File: config.mk
export PLATFORM = sky130hd
export DESIGN_NAME = matrix_display_reader
export DESIGN_NICKNAME = d
export VERILOG_FILES = /design/src/rtl/matrix_calc_pkg.sv /design/src/rtl/matrix_rc_counter.sv /design/src/rtl/matrix_display_reader.sv
export SDC_FILE = /design/constraint.sdc
export NUM_CORES = 1
export LEC_CHECK = 0
export CORE_MARGIN = 2
export CORE_UTILIZATION = 39
export DETAILED_ROUTE_END_ITERATION = 10
export PLACE_DENSITY = 0.74
export SETUP_SLACK_MARGIN = 0.02
export SLEW_MARGIN = 25
export SYNTH_ARGS = -nofsm -noshare
export SYNTH_HDL_FRONTEND = slang
export SYNTH_SLANG_ARGS = --single-unit
File: constraint.sdc
create_clock -name clk -period 4.99 [get_ports clk]
set_input_delay 0.7485 -clock clk [delete_from_list [all_inputs] [get_ports clk]]
set_output_delay 0.7485 -clock clk [all_outputs]
set_load 0.01 [all_outputs]
File: src/rtl/matrix_calc_pkg.sv
// Shared limits, widths and state encoding for the matrix display reader.
package matrix_calc_pkg;

    localparam int MAX_MATRICES = 10;
    localparam int MAX_DIM      = 5;
    localparam int META_TIMEOUT = 4;

    localparam int ID_W   = 4;
    localparam int DIM_W  = 3;
    localparam int DATA_W = 8;
    localparam int TMO_W  = 3;

    typedef enum logic [2:0] {
        IDLE,
        REQ,
        WAIT_META,
        READ,
        CAPTURE,
        PRESENT,
        DONE
    } state_t;

    // A request is serviceable only when the slot exists and both dimensions are 1..MAX_DIM.
    function automatic logic req_ok(input logic [ID_W-1:0]  id,
                                    input logic [DIM_W-1:0] m,
                                    input logic [DIM_W-1:0] n);
        return (id <= ID_W'(MAX_MATRICES - 1)) &&
               (m != '0) && (m <= DIM_W'(MAX_DIM)) &&
               (n != '0) && (n <= DIM_W'(MAX_DIM));
    endfunction

endpackage

File: src/rtl/matrix_rc_counter.sv
// Row-major row/column stepper with wrap at n-1 and last-element detection.
module matrix_rc_counter
    import matrix_calc_pkg::*;
(
    input  logic             clk,
    input  logic             rst,
    input  logic             i_clear,
    input  logic             i_step,
    input  logic [DIM_W-1:0] i_m,
    input  logic [DIM_W-1:0] i_n,
    output logic [DIM_W-1:0] o_row,
    output logic [DIM_W-1:0] o_col,
    output logic             o_last
);

    logic [DIM_W-1:0] r_row;
    logic [DIM_W-1:0] r_col;
    logic             w_col_wrap;

    assign w_col_wrap = (r_col == (i_n - 1'b1));

    always_ff @(posedge clk) begin
        if (rst || i_clear) begin
            r_row <= '0;
            r_col <= '0;
        end else if (i_step) begin
            if (w_col_wrap) begin
                r_col <= '0;
                r_row <= r_row + 1'b1;
            end else begin
                r_col <= r_col + 1'b1;
            end
        end
    end

    assign o_row  = r_row;
    assign o_col  = r_col;
    assign o_last = (r_row == (i_m - 1'b1)) && w_col_wrap;

endmodule

File: src/rtl/matrix_display_reader.sv
// Streams a stored matrix element by element: one storage fetch per element,
// each presented on a valid/ready handshake before the next fetch is issued.
module matrix_display_reader
    import matrix_calc_pkg::*;
(
    input  logic              clk,
    input  logic              rst,
    input  logic              disp_req,
    input  logic [ID_W-1:0]   disp_id,
    input  logic [DIM_W-1:0]  disp_m,
    input  logic [DIM_W-1:0]  disp_n,
    output logic              start_disp,
    output logic [ID_W-1:0]   matrix_id_sel,
    output logic              read_en,
    input  logic              meta_info_valid,
    input  logic              error_flag,
    input  logic [DATA_W-1:0] rd_data,
    output logic              elem_valid,
    input  logic              elem_ready,
    output logic [DATA_W-1:0] elem_data,
    output logic [DIM_W-1:0]  elem_row,
    output logic [DIM_W-1:0]  elem_col,
    output logic              elem_last,
    output logic              busy,
    output logic              done,
    output logic              err
);

    state_t            r_state;
    state_t            w_next;
    logic [ID_W-1:0]   r_id;
    logic [DIM_W-1:0]  r_m;
    logic [DIM_W-1:0]  r_n;
    logic [TMO_W-1:0]  r_tmo;
    logic [DATA_W-1:0] r_elem_data;
    logic [DIM_W-1:0]  r_elem_row;
    logic [DIM_W-1:0]  r_elem_col;
    logic              r_elem_last;
    logic              r_err;

    logic              w_req_ok;
    logic              w_latch;
    logic              w_err_set;
    logic              w_tmo_inc;
    logic              w_rc_step;
    logic              w_capture;
    logic [DIM_W-1:0]  w_row;
    logic [DIM_W-1:0]  w_col;
    logic              w_last;

    assign w_req_ok = req_ok(disp_id, disp_m, disp_n);

    matrix_rc_counter u_rc (
        .clk     (clk),
        .rst     (rst),
        .i_clear (w_latch),
        .i_step  (w_rc_step),
        .i_m     (r_m),
        .i_n     (r_n),
        .o_row   (w_row),
        .o_col   (w_col),
        .o_last  (w_last)
    );

    always_comb begin
        w_next    = r_state;
        w_latch   = 1'b0;
        w_err_set = 1'b0;
        w_tmo_inc = 1'b0;
        w_rc_step = 1'b0;
        w_capture = 1'b0;
        case (r_state)
            IDLE: begin
                if (disp_req) begin
                    if (w_req_ok) begin
                        w_latch = 1'b1;
                        w_next  = REQ;
                    end else begin
                        w_err_set = 1'b1;
                    end
                end
            end
            REQ:       w_next = WAIT_META;
            WAIT_META: begin
                // Acceptance beats rejection when storage raises both together.
                if (meta_info_valid) begin
                    w_next = READ;
                end else if (error_flag) begin
                    w_err_set = 1'b1;
                    w_next    = IDLE;
                end else if (r_tmo == TMO_W'(META_TIMEOUT - 1)) begin
                    w_err_set = 1'b1;
                    w_next    = IDLE;
                end else begin
                    w_tmo_inc = 1'b1;
                end
            end
            READ:      w_next = CAPTURE;
            CAPTURE: begin
                w_capture = 1'b1;
                w_next    = PRESENT;
            end
            PRESENT: begin
                if (elem_ready) begin
                    if (r_elem_last) begin
                        w_next = DONE;
                    end else begin
                        w_rc_step = 1'b1;
                        w_next    = READ;
                    end
                end
            end
            DONE:      w_next = IDLE;
            default:   w_next = IDLE;
        endcase
    end

    always_ff @(posedge clk) begin
        if (rst) begin
            r_state <= IDLE;
            r_err   <= 1'b0;
        end else begin
            r_state <= w_next;
            r_err   <= w_err_set;
        end
    end

    always_ff @(posedge clk) begin
        if (rst) begin
            r_id <= '0;
            r_m  <= '0;
            r_n  <= '0;
        end else if (w_latch) begin
            r_id <= disp_id;
            r_m  <= disp_m;
            r_n  <= disp_n;
        end
    end

    always_ff @(posedge clk) begin
        if (rst || (r_state == REQ)) begin
            r_tmo <= '0;
        end else if (w_tmo_inc) begin
            r_tmo <= r_tmo + 1'b1;
        end
    end

    // Storage data is valid in CAPTURE, one cycle after the READ strobe.
    always_ff @(posedge clk) begin
        if (rst) begin
            r_elem_data <= '0;
            r_elem_row  <= '0;
            r_elem_col  <= '0;
            r_elem_last <= 1'b0;
        end else if (w_capture) begin
            r_elem_data <= rd_data;
            r_elem_row  <= w_row;
            r_elem_col  <= w_col;
            r_elem_last <= w_last;
        end
    end

    // Outputs are forced low while rst is held, even before the state register clears.
    assign start_disp    = !rst && (r_state == REQ);
    assign matrix_id_sel = start_disp ? r_id : '0;
    assign read_en       = !rst && (r_state == READ);
    assign elem_valid    = !rst && (r_state == PRESENT);
    assign elem_data     = rst ? '0 : r_elem_data;
    assign elem_row      = rst ? '0 : r_elem_row;
    assign elem_col      = rst ? '0 : r_elem_col;
    assign elem_last     = !rst && r_elem_last;
    assign busy          = !rst && (r_state != IDLE);
    assign done          = !rst && (r_state == DONE);
    assign err           = !rst && r_err;

endmodule

==> flow_metrics.py <==
metrics = {
    "worst_setup_path": {
        "crit_top_cell": "clkdlybuf4s50_1",
        "crit_arrival_ns": 2.47,
        "cp_max_fo": 5,
        "crit_family": "buffers and inverters",
        "ff2ff_path_depth": 4,
        "r2r_slack_ns": 2.89,
        "cp-end-kind": "output port",
        "cp_slowest_stage_delay_ns": 0.54,
        "crit_start": "rst",
        "crit_buf_inv": 2,
        "cp-endpoint": "matrix_id_sel[0]",
        "crit_required_ns": 4.24,
        "r2r-start": "r_state[2]$_SDFFE_PP0P_",
        "path_class": "input pin to output port",
        "worstSetupStartpointType": "input pin",
        "r2r-end": "r_elem_last$_SDFFE_PP0P_",
        "worstPathCellList": "clkdlybuf4s50_1, nor3_1, and2_1, clkdlybuf4s50_1",
        "worstSetupPathDepth": 4,
        "slowest_stage": "clkdlybuf4s50_1",
    },
    "yosys": {
        "synth-xor-area-share_pct": 4.31,
        "yosysUniqueCellTypes": 49,
        "synth.top_cell.area_share_pct": 39.1,
        "avgSynthCellArea_um2": 8.88,
        "synth_warnings": 0,
        "synth_nets": 249,
        "syn_area_um2": 1940,
        "synthSimpleGateAreaFrac_pct": 24.1,
        "synthAdderAreaFrac_pct": 3.86,
        "yosys-top-cells-area": "dfxtp_1, o22a_1, nor2b_1",
        "synth-seq-cells": 38,
        "synth_edf_count": 0,
        "synthCells": 219,
        "yosys.area.top_type": "dfxtp_1",
        "async_reset_ff_share_pct": 0,
        "synth_compound_area_share_pct": 21.7,
        "yosysSeqAreaShare_pct": 39.1,
        "yosys_most_used_dff": "dfxtp_1",
        "synth_top_family_by_area": "simple AND/OR/NAND/NOR gates",
        "muxShareOfSynthArea_pct": 1.29,
    },
    "timing": {
        "hold_ws_ns": 0.471,
        "tightest_slew_ns": 0.596,
        "grt_setup_unrepaired": "false",
        "setup_tns_ns": 0,
        "finalCritPeriodShare_pct": 64.5,
        "setup_viol": 0,
        "max-slew-margin-rel_pct": 59.9,
        "hold_viol_final": 0,
        "worst_slack_ns": 1.77,
        "min_period_ns": 3.22,
        "finClkSkew_ns": 0.00465,
        "max_freq_mhz": 310,
        "slew_violations": 0,
    },
    "floorplanning": {
        "initial_core_util_pct": 40.9,
        "die_y_um": 74.6,
        "ios": 49,
        "die_w_um": 74.6,
        "core_um2": 4750,
        "num_rows": 25,
        "die-area_um2": 5570,
    },
    "global_routing": {
        "grt.busiest_layer": "met2",
        "grtUsageMet1_pct": 21.0,
        "overflow": 0,
        "grt_pass1_wl_mm": 7.20,
        "grtUsageMet3_pct": 5.62,
        "grt_pass1_vias": 1674,
        "grt_usage_pct": 16.8,
        "antenna_found_initial": 0,
        "grt_max_degree": 38,
        "use_met2_pct": 26.8,
    },
    "clock_network": {
        "insertion_delay_ns": 0.29,
        "cts_buffers": 5,
        "cts_hold_buf": 0,
        "cts.sinks": 38,
        "cts_buffer_depth": 2,
        "cts_root_buf": "clkbuf_8",
        "cts_tree": "yes",
        "post_cts_buffers": 0,
        "cts_resized": 0,
        "cts_max_level": 2,
        "path_clk_slew_ns": 0.07,
    },
    "finish": {
        "diodes": 0,
        "final_nets": 288,
        "drive_gt1_share_pct": 5.04,
        "final_common_cell": "clkdlybuf4s50_1",
        "layout_common_cells": "clkdlybuf4s50_1, dfxtp_1, nor2b_1, a21oi_1, o22a_1",
        "stdcell_count": 325,
        "areaGrowthSynthToFinish_pct": 29.3,
    },
    "power_and_ir_drop": {
        "pwr-share-comb_pct": 16.8,
        "p_sw_share_pct": 27.1,
        "finalPower_w": 0.000625,
        "ir_worst_vdd_uv": 114,
        "p_leak_nw": 0.911,
        "p_int_w": 0.000455,
        "power.switching_w": 0.000169,
        "seq_power_share_pct": 51.6,
        "p_per_area_nw_per_um2": 248,
        "pwr-share-clk_pct": 31.5,
    },
    "placement": {
        "place_ws_ns": 1.75,
        "finalWeightedCongestion": 0.820,
        "portBuffers": 48,
        "dp_cells": 318,
        "dp_hpwl_mm": 3.10,
    },
    "detailed_routing": {
        "via_per_inst": 5.34,
        "ant_nets": 0,
        "dr.first_iter.drc_count": 166,
        "firstDrtPassIters": 4,
        "routed_wl_mm": 4.35,
        "route.detailed.drc": 0,
        "wl_per_cell_um": 13.4,
        "num_vias": 1736,
    },
    "run_status": {
        "outcome": "completed",
    },
    "min_path": {
        "hp-class": "flip-flop to flip-flop",
    },
    "run": {
        "maxCapViolCount": 0,
    },
}
## layer usage
metal | vias to the layer above | part of all wire (%)
met4 | 0 | 1.0
li1 | 879 | -
met3 | 4 | 4.6
met5 | - | 0
met1 | 812 | 47
met2 | 41 | 47
## registers in the layout, summed over array words and instances (netlist names), 3 cells and up
| name | count |
|---|---|
| r_tmo | 3 |
| u_rc.o_row | 3 |
| u_rc.o_col | 3 |
| r_elem_data | 8 |
| r_elem_row | 3 |
| r_n | 3 |
| r_elem_col | 3 |
| r_state | 3 |
| r_id | 4 |
| r_m | 3 |
## worst min-delay path: stages, from the launching register on
cell and delay, ns:
dfxtp_1 0.31, o31ai_1 0.06, a21oi_1 0.06
## worst min-delay path by stage
stage	start	endpoint	slack [ns]	cells past startpoint
3_5_place_dp	r_id[2]$_SDFFE_PP0P_	r_id[2]$_SDFFE_PP0P_	0.46	2
6_report	r_n[1]$_SDFFE_PP0P_	r_n[1]$_SDFFE_PP0P_	0.47	2
3_3_place_gp	r_id[2]$_SDFFE_PP0P_	r_id[2]$_SDFFE_PP0P_	0.46	2
4_1_cts	r_id[2]$_SDFFE_PP0P_	r_id[2]$_SDFFE_PP0P_	0.47	2
5_1_grt	r_n[1]$_SDFFE_PP0P_	r_n[1]$_SDFFE_PP0P_	0.50	2
2_1_floorplan	r_id[0]$_SDFFE_PP0P_	r_id[0]$_SDFFE_PP0P_	0.44	2
## metrics by stage
stage | utilization, % | area [um^2]
floorplan | - | 1940
global route | 52.9 | 2510
CTS | 52.8 | 2510
global placement | 51.2 | 2430
detailed placement | 51.2 | 2430
finish | 52.9 | 2510
## synth_stat cells (all sizes together), types with 2 or more instances
cell type  count
dfxtp         38
a21oi         19
nor2b         19
o22a          14
clkbuf        13
o31ai         11
nand4         10
nor2           9
and2           7
inv            7
ha             6
nand2          6
nor3           6
o21ai          5
or3            5
buf            4
nand3          4
xnor2          4
xor2           3
nand2b         2
o21bai         2
or2            2
or4            2
## cell families after synthesis
family / Yosys count
simple gates: 80
compound gates: 61
flops: 38
buf+inv: 24
xor+xnor: 8
fa+ha+maj: 6
mux: 2
## area by class of cell
type	instances	area (um^2)
clock buffer	5	68.8
clock inverter	2	10.0
fill	478	2240
inverter	7	26.3
multi-input combinational	157	1080
sequential	38	761
tap	67	83.8
timing repair buffer	49	488
## power groups by stage
| stage | registers, W | clock network [W] | logic [W] |
|---|---|---|---|
| 2_1_floorplan | 0.000323 | 0 | 0.0000723 |
| 3_3_place_gp | 0.000329 | 0 | 0.000102 |
| 3_5_place_dp | 0.000329 | 0 | 0.000104 |
| 4_1_cts | 0.000322 | 0.000204 | 0.000105 |
| 5_1_grt | 0.000324 | 0.000214 | 0.000116 |
| 6_report | 0.000323 | 0.000197 | 0.000105 |
Power figures use the tool's default switching activity.
==> RTL change 1, RTL diff (same flow settings) <==
Change the package constant `TMO_W` from 3 to 6.
--- a/src/rtl/matrix_calc_pkg.sv
+++ b/src/rtl/matrix_calc_pkg.sv
@@ -8,7 +8,7 @@
     localparam int ID_W   = 4;
     localparam int DIM_W  = 3;
     localparam int DATA_W = 8;
-    localparam int TMO_W  = 3;
+    localparam int TMO_W  = 6;
 
     typedef enum logic [2:0] {
         IDLE,
Behaviour: same outputs for any inputs over 10 cycles, from zero or initial values and one cycle with rst high; that may be too few to reach the edited logic, so the function may still have changed.
==> RTL change 1 against the original RTL <==
- power up 14%
- critical path type unchanged
- sequential power increased by 7.7%
- combinational power is 8% lower
- wire length up 0.53%
- global-route usage decreased by 1.6 points
- sequential cell count up 3
- highest routed layer unchanged
- cell area grew 8.1%
- worst hold slack lost 15 ps
- synthesized area grew 6.6%
- setup slack worse by 280 ps
- register-to-register slack got worse by 100 ps
==> RTL change 1: results (changes against the original RTL) <==
outcome completed; starting DRC count in detailed routing 92 (-45%); Worst-path clk slew 90 ps (+20 ps); HPWL Detailed 3.18 mm (+2.5%); sequential element share of the synthesized area 0.396 (+0.00465); met2 GRT Util 0.265 (-0.00352); Synth area leaders dfxtp_1 40%, nand2_1 10%, a21oi_1 6.8%; Peak supply drop 0.130 mV (+14%); First-pass DRT Iterations 5 (+1); maximum fanout along the worst path 40 (+35); met1 usage 0.190 (-0.0202); Reg2Reg Capture Point r_tmo[5]$_SDFFE_PP0P_; worst reg2reg startpoint r_state[1]$_SDFFE_PP0P_; post-synth cell types 40 (-18%); GRT Total Usage 0.152 (-0.0157); final wirelength 4.37 mm (+0.53%); Clock Skews 9.72 ps (+5.06 ps); worst-margin pin slew 985 ps (+389 ps); RePlAce Congestion 0.801 (-2.4%); hold path start r_elem_data[1]$_SDFFE_PP0P_; Post-layout nets 332 (+15%); worst hold slack 456 ps (-15.5 ps); first-pass GRT wire length 7.50 mm (+4.1%); via/cell ratio 5.02 (-6.1%); largest net degree at the start of global routing 41 (+7.9%); FILL cells 501 (+4.8%); Synth top cells by count 55 x nand2_1, 41 x dfxtp_1, 28 x a21oi_1; layout cells sized above 1 0.0362 (-0.0142); Worst Hold End r_elem_data[1]$_SDFFE_PP0P_; syn nets 289 (+16%); CP peak stage delay 470 ps (-70 ps)
## RTL change 1: where the power goes
group | switching, mW | leakage, nW | total, mW | internal (mW)
combinational | 0.0482 | 0.537 | 0.0965 | 0.0483
clock | 0.116 | 0.0543 | 0.266 | 0.150
sequential | 0.0114 | 0.331 | 0.348 | 0.336
total | 0.176 | 0.923 | 0.710 | 0.534
## RTL change 1: kinds of logic after synthesis
family,after synthesis,synth area share
buf+inv,22,0.0404
compound gates,53,0.151
simple gates,120,0.289
mux,10,0.0483
fa+ha+maj,5,0.0302
flops,41,0.396
xor+xnor,9,0.0447
## RTL change 1: per-layer routing
layer | routed length, um | share of wire
met2 | 2050 | 0.47
met1 | 2050 | 0.47
met3 | 231 | 0.053
met5 | 0 | 0
met4 | 31 | 0.0071
## RTL change 1: area by class of cell
class,count,share of cell area
clock buffer,5,0.0253
inverter,9,0.0124
clock inverter,3,0.0170
sequential,41,0.302
tap,70,0.0322
multi-input combinational,197,0.432
timing repair buffer,49,0.179
## RTL change 1: metrics by stage
stage / instances / util / setup WS (ps) / cell area [um^2]
6_report: 374 / 0.532 / 1490 / 2720
5_1_grt: 374 / 0.532 / 1350 / 2720
4_1_cts: 374 / 0.532 / 1460 / 2720
3_5_place_dp: 366 / 0.510 / 1470 / 2600
3_3_place_gp: 366 / 0.510 / 1480 / 2600
2_1_floorplan: 260 / - / 2700 / 2070
## RTL change 1: worst reg2reg max path, cell delays in order (launching register included)
cell and delay [ps]:
dfxtp_1 550, or4b_4 530, a211o_1 380, or4_1 530, a21oi_1 140
==> RTL change 2, RTL diff (same flow settings) <==
Made on the original files. Encoding of `state_t`: now one-hot (7 bits for 7 states).
--- a/src/rtl/matrix_calc_pkg.sv
+++ b/src/rtl/matrix_calc_pkg.sv
@@ -10,14 +10,14 @@
     localparam int DATA_W = 8;
     localparam int TMO_W  = 3;
 
-    typedef enum logic [2:0] {
-        IDLE,
-        REQ,
-        WAIT_META,
-        READ,
-        CAPTURE,
-        PRESENT,
-        DONE
+    typedef enum logic [6:0] {
+        IDLE      = 7'b0000001,
+        REQ       = 7'b0000010,
+        WAIT_META = 7'b0000100,
+        READ      = 7'b0001000,
+        CAPTURE   = 7'b0010000,
+        PRESENT   = 7'b0100000,
+        DONE      = 7'b1000000
     } state_t;
 
     // A request is serviceable only when the slot exists and both dimensions are 1..MAX_DIM.
Check against the original RTL: same outputs for any inputs over 10 cycles, from zero or initial values and one cycle with rst high; not proved beyond that.
==> RTL change 2 against the original RTL <==
- synthesized area increased by 6.4%
- wire length increased by 0.69%
- power is 7.7% higher
- sequential share of layout area increased by 1.1 points
- clock power is 33% higher
- setup slack improved by 220 ps
- core utilization is 0.40 points lower
- sequential cell count up 4
- cell area rose by 6.6%
==> RTL change 2: results (changes against the original RTL) <==
Non-clock buffers, area share 0.180 (-0.0139); sequential share of cell area 0.314 (+0.0111); area post-placement 2570 um^2 (+5.7%); layout cells sized above 1 0.0644 (+0.0140); largest registers r_elem_data (8), r_state (7), r_id (4); Power Density 251 nW/um^2 (+0.99%); Seq. cell area 841 um^2 (+11%); worst-margin pin slew 894 ps (+298 ps); syn nets 281 (+13%); synthesis-stage register bit count 42 (+11%); sequential element share of the synthesized area 0.406 (+0.0150); met2 GRT Util 0.288 (+0.0193); Synth top cells by count 53 x nand2_1, 42 x dfxtp_1, 26 x a21oi_1; vias in the first global route 1740 (+3.9%); Met2 Routed Length 2.19 mm (+6.8%); switch share 0.225 (-0.0456); Multi-In Gates 187 (+19%); Gate power share 0.097 (-0.071); Multi-input gate area 1130 um^2 (+4.6%); Post-layout nets 324 (+13%); P_clk 0.262 mW (+33%); outcome completed; CP delay by family, top simple AND/OR/NAND/NOR gates; Routed wire per std cell 12.0 um (-10%); Pleak 0.933 nW (+2.4%); Worst-path clk slew 80 ps; Place WS 2170 ps (+425 ps); post-synth cell types 45 (-8.2%); via/cell ratio 4.97 (-7.0%); Met3 Wirelength 146 um (-28%); RePlAce Congestion 0.912 (+11%); met1 WL 1.97 mm (-3.7%); maximum fanout along the worst path 6 (+1); GRT Total Usage 0.157 (-0.0106); Clock Skews 3.37 ps (-1.28 ps); FILL cells 495 (+3.6%); largest net degree at the start of global routing 47 (+24%); Signal inverters 9 (+2); met1 usage 0.182 (-0.0275); Synth area leaders dfxtp_1 41%, nand2_1 9.6%, a21oi_1 6.3%; Peak supply drop 0.115 mV (+1.2%); first-pass GRT wire length 7.71 mm (+7.0%); Layout area overhead 29.6%; clock network area share 0.0406 (+0.00925); CP max stage cell clkdlybuf4s50_1; GRT met3 Usage 0.0282 (-0.0280)
==> RTL change 2: cell types whose count changed in the layout (fill, tap and decap cells not counted), moves of 3 or more <==
cell | unedited run | this run
a21oi_1 | 19 | 26
dfxtp_1 | 38 | 42
nand2_1 | 6 | 53
nand4_1 | 10 | 2
nor2_1 | 7 | 22
nor2b_1 | 19 | 16
nor3_1 | 6 | 3
nor3_2 | 0 | 3
o22a_1 | 14 | 0
o31ai_1 | 11 | 0
xnor2_1 | 4 | 9
==> RTL change 2: cell families (layout without fill, tap and decap cells) <==
family,after synthesis,after routing,share of synthesized area
AO/OA/AOI/OAI,41,41,0.120
XOR/XNOR,12,12,0.0580
buffers and inverters,22,66,0.0490
multiplexers,3,3,0.0145
AND/OR/NAND/NOR,125,125,0.316
adder cells (fa/ha/maj),6,6,0.0363
flip-flops,42,42,0.406
==> RTL change 2: path summary, 6_finish.rpt <==
kind / endpoint / startpoint / depth (start not counted) / slack (ps)
setup / recovery: matrix_id_sel[1] / r_state[6]$_SDFFE_PP0P_ / 5 / 1990
hold / removal: r_elem_data[2]$_SDFFE_PP0P_ / r_elem_data[2]$_SDFFE_PP0P_ / 2 / 450
setup reg to reg: r_state[0]$_SDFFE_PP1P_ / r_state[1]$_SDFFE_PP0P_ / 4 / 2790
hold reg to reg: r_elem_data[2]$_SDFFE_PP0P_ / r_elem_data[2]$_SDFFE_PP0P_ / 2 / 450
==> RTL change 2: worst reg2reg max path: stages (launching register included) <==
cell and delay, ps:
dfxtp_1 380, or4_4 570, nor4b_4 770, o311ai_1 190, a21o_1 210
==> RTL change 2: through the flow <==
stage           util  instances
6_report       0.525        365
5_1_grt        0.525        365
4_1_cts        0.525        365
3_5_place_dp   0.504        357
3_3_place_gp   0.504        357
2_1_floorplan      -        251
